<file path="src/rtl/lfsr_gen.sv">
// Parameterised Fibonacci/Galois LFSR with seed load, zero-seed rejection and
// optional cycle-length measurement (enabled by defining LFSR_GEN_PERIOD_EN).
module lfsr_gen #(
  parameter int unsigned      WIDTH = 16,
  parameter logic [WIDTH-1:0] TAPS  = WIDTH'(16'hB400),
  parameter logic [WIDTH-1:0] SEED  = WIDTH'(1),
  parameter int unsigned      MODE  = 0
) (
  input  logic             clk,
  input  logic             rst_n,
  input  logic             en,
  input  logic             load,
  input  logic [WIDTH-1:0] seed_in,
  output logic [WIDTH-1:0] state_out,
  output logic             bit_out,
  output logic             seed_err,
  output logic             wrap,
  output logic [WIDTH-1:0] period
);

  logic [WIDTH-1:0] state_q;
  logic             seed_err_q;
  logic [WIDTH-1:0] adv_c;
  logic [WIDTH-1:0] adv_safe_c;
  logic             seed_ok_c;
  logic [WIDTH-1:0] load_val_c;

  // One-step advance in the selected feedback form.
  always_comb begin
    adv_c = '0;
    if (MODE == 1) begin
      adv_c = (state_q >> 1) ^ (state_q[0] ? TAPS : '0);
    end else begin
      adv_c = {^(state_q & TAPS), state_q[WIDTH-1:1]};
    end
  end

  // A degenerate tap mask could produce zero; fall back to SEED so the register never locks up.
  always_comb begin
    adv_safe_c = adv_c;
    if (adv_c == '0) begin
      adv_safe_c = SEED;
    end
  end

  always_comb begin
    seed_ok_c  = |seed_in;
    load_val_c = seed_ok_c ? seed_in : SEED;
  end

  always_ff @(posedge clk) begin
    if (!rst_n) begin
      state_q    <= SEED;
      seed_err_q <= 1'b0;
    end else begin
      seed_err_q <= 1'b0;
      if (load) begin
        state_q    <= load_val_c;
        seed_err_q <= !seed_ok_c;
      end else if (en) begin
        state_q <= adv_safe_c;
      end
    end
  end

  assign state_out = state_q;
  assign bit_out   = state_q[0];
  assign seed_err  = seed_err_q;

`ifdef LFSR_GEN_PERIOD_EN
  logic [WIDTH-1:0] start_q;
  logic [WIDTH-1:0] step_q;
  logic [WIDTH-1:0] period_q;
  logic             wrap_q;

  // Cycle-length tracking relative to the most recent start value.
  always_ff @(posedge clk) begin
    if (!rst_n) begin
      start_q  <= SEED;
      step_q   <= '0;
      period_q <= '0;
      wrap_q   <= 1'b0;
    end else begin
      wrap_q <= 1'b0;
      if (load) begin
        start_q <= load_val_c;
        step_q  <= '0;
      end else if (en) begin
        if (adv_safe_c == start_q) begin
          wrap_q   <= 1'b1;
          period_q <= step_q + WIDTH'(1);
          step_q   <= '0;
        end else begin
          step_q <= step_q + WIDTH'(1);
        end
      end
    end
  end

  assign wrap   = wrap_q;
  assign period = period_q;
`else
  assign wrap   = 1'b0;
  assign period = '0;
`endif

endmodule
</file>
<file path="config.mk">
export PLATFORM = sky130hd
export DESIGN_NAME = lfsr_gen
export DESIGN_NICKNAME = d
export VERILOG_FILES = /design/src/rtl/lfsr_gen.sv
export SDC_FILE = /design/constraint.sdc
export NUM_CORES = 1
export LEC_CHECK = 0
export ABC_AREA = 1
export CAP_MARGIN = 20
export CORE_MARGIN = 3
export CORE_UTILIZATION = 39
export CTS_CLUSTER_DIAMETER = 30
export DETAILED_ROUTE_END_ITERATION = 10
export PLACE_DENSITY = 0.87
export SETUP_SLACK_MARGIN = 0.3
export SLEW_MARGIN = 20
export SYNTH_ARGS = -nofsm -noshare
export SYNTH_HDL_FRONTEND = slang
export SYNTH_SLANG_ARGS = --single-unit
</file>
<file path="constraint.sdc">
create_clock -name clk -period 1.1 [get_ports clk]
set_clock_uncertainty 0.1 [all_clocks]
set_input_delay 0.11 -clock clk [delete_from_list [all_inputs] [get_ports clk]]
set_output_delay 0.11 -clock clk [all_outputs]
set_load 0.05 [all_outputs]
</file>
==> flow_summary.json, run 1 <==
{
  "cts_tree": "done",
  "required_ps": 890,
  "yosysTopAreaCell": "dfxtp_1",
  "hold_viol_final": 0,
  "grt_pass1_wl_mm": 5.49,
  "cts_made_buffers": 3,
  "finalSetupViolations": 2,
  "antenna_found_initial": 0,
  "postRouteAntennaNets": 0,
  "synth-edff-count": 0,
  "ys_ff_latch": 17,
  "first_global_vias": 1210,
  "nets": 235,
  "cts-root-buf": "clkbuf_4",
  "place_congestion": 0.848,
  "synth_area_um2": 1050,
  "drc": 0,
  "ir_drop_mv": 0.755,
  "netlist.area_leader.share_pct": 32.3,
  "yosys_warnings": 0,
  "netlist_instances": 156,
  "overflow": 0,
  "drv_cap": 0,
  "synth_area_leaders": "dfxtp_1 32%, buf_4 14%, a21oi_1 13%",
  "outcome": "complete, but fails checks",
  "end_kind": "output pin",
  "crit_buf_inv": 2,
  "via_per_inst": 5.06,
  "synthAdderAreaFrac_pct": 0,
  "fp.dieW_um": 57.9,
  "die_area_um2": 3360,
  "total_power_uw": 2020,
  "portBuffers": 37,
  "clk_path_buf_depth": 2,
  "first_pass_iters": 4,
  "fp.dieH_um": 57.9,
  "cts.sinks": 17,
  "avgSynthCellArea_um2": 6.75,
  "worstPathArrival_ps": 930,
  "io_pins": 55,
  "fin_ws_ps": -37.2,
  "grt_usage_pct": 20.9,
  "p_per_area_nw_per_um2": 1040,
  "hpwlAfterDp_mm": 2.23,
  "startpoint_type": "flop",
  "violations": "negative setup slack",
  "grt_max_degree": 15,
  "fmax_mhz": 879,
  "fin_crit_sh_pct": 103,
  "rsz0062_at_grt": "true",
  "fin_crit_ps": 1140,
  "crit_type": "reg -> out",
  "synth-xor-area-share_pct": 0.832,
  "htreeDepth": 1,
  "routedWlPerCell_um": 14.6,
  "cellLeakagePower_uw": 0.000885,
  "synth_ff_type": "dfxtp_1",
  "clk_latency_ps": 290,
  "cpPeakStageDelay_ps": 380,
  "fin_tns_setup_ps": -50.8,
  "rows": 18,
  "drt_iter0_drc": 34,
  "syn2layout_area_growth_pct": 84.5,
  "drive_above_1_share_pct": 41.1,
  "synth_most_common_cell": "nand2_1",
  "synth-compound-area-share_pct": 21.9,
  "async_flop_share_pct": 0,
  "vias": 1234,
  "initial_utilization_pct": 41.7,
  "path_cells": "buf_12 -> buf_12",
  "synthSimpleGateAreaFrac_pct": 23.1,
  "worst_path_most_repeated_cell": "buf_12",
  "core_um2": 2520,
  "path_delay_family": "flip-flops",
  "clk_pin_slew_worst_paths_ps": 100,
  "ys_types": 19,
  "cp_slowest_cell": "dfxtp_4",
  "ys_seq_area_share_pct": 32.3,
  "antenna_cells": 0,
  "ys_top_cells_by_count": "30 x nand2_1, 27 x a21oi_1, 24 x nor2_1",
  "maxSlewViolCount": 0,
  "yosys-mux-area-fraction_pct": 0,
  "worstPathMaxFanout": 2,
  "wirelength_mm": 3.57,
  "hold_class": "in -> reg",
  "holdBufCountCts": 0,
  "synth_top_family_by_area": "simple AND/OR/NAND/NOR gates"
}
## per-layer routing
| metal | global-route usage (%) | routed length, um | vias up |
|---|---|---|---|
| met5 | 0 | 0 | - |
| met4 | 5.96 | 81 | 0 |
| met3 | 3.12 | 276 | 14 |
| met2 | 37.4 | 1840 | 71 |
| met1 | 25.7 | 1370 | 565 |
| li1 | - | - | 584 |
## path summary, 6_finish.rpt
| check | from | endpoint | slack (ps) | cells past startpoint |
|---|---|---|---|---|
| max reg2reg | state_out[14] | state_out[0] | -10 | 7 |
| min | seed_in[9] | state_out[9] | 150 | 3 |
| min reg2reg | state_out[6] | state_out[5] | 420 | 2 |
| max | state_out[8] | state_out[8] | -40 | 2 |
## through the flow
stage | util (%) | cells | instance area (um2) | worst slack (ps) | hold slack [ps]
finish | 77.0 | 244 | 1940 | -37.2 | 148
global route | 77.0 | 244 | 1940 | -74.2 | 164
CTS | 73.3 | 239 | 1850 | 48.5 | 148
detailed placement | 68.0 | 227 | 1710 | -325 | 401
global placement | 68.0 | 227 | 1710 | -290 | 390
floorplan | - | 172 | 1190 | 88.5 | 111
## state kept, by name, summed over array words and instances, names as in the netlist
signal	count
state_out	16
seed_err	1
## what timing repair did
| action | CTS | global route |
|---|---|---|
| setup buffers | 7 | 5 |
| gates resized for setup | 40 | 16 |
| gates cloned | 1 | 0 |
| pin swaps | 21 | 14 |
| endpoints found under the setup margin | 35 | 35 |
## cell usage in the layout (no fill, tap or decap), drive strengths merged
cell and instances:
buf 44, nand2 30, a21oi 27, nor2 25
conb 17, dlygate4sd2 17, dfxtp 17, o21ai 16
inv 10, clkbuf 4, nand3 3, a22oi 1
xnor2 1, nor3 1, bufbuf 1
## tightest hold or removal path, cell delays in order
cell and delay, ps:
dlygate4sd2_1 210, a21oi_1 60, a21oi_1 130
## where the power goes
group | switching [uW] | internal [uW] | total [uW]
logic | 526 | 411 | 937
registers | 81.6 | 655 | 736
clock network | 206 | 141 | 347
total | 813 | 1210 | 2020
## cell families after synthesis
family / after synthesis
flip-flops: 17
AND/OR/NAND/NOR: 59
buffers and inverters: 34
AO/OA/AOI/OAI: 44
other: 1
XOR/XNOR: 1
## cell type report
| class | instances | area, um2 |
|---|---|---|
| timing repair buffer | 62 | 812 |
| multi-input combinational | 121 | 617 |
| fill | 179 | 581 |
| sequential | 17 | 402 |
| inverter | 10 | 47.5 |
| tap | 30 | 37.5 |
| clock buffer | 4 | 26.3 |
Power figures use the tool's default switching activity.
==> run 2: changes to the inputs <==
--- a/config.mk
+++ b/config.mk
@@ -6,7 +6,7 @@
 export NUM_CORES = 1
 export LEC_CHECK = 0
 export ABC_AREA = 1
-export CAP_MARGIN = 20
+export CAP_MARGIN = 10
 export CORE_MARGIN = 3
 export CORE_UTILIZATION = 39
 export CTS_CLUSTER_DIAMETER = 30
==> results of run 2 <==
The final DEF is identical to that of run 1; final timing and power are the same.
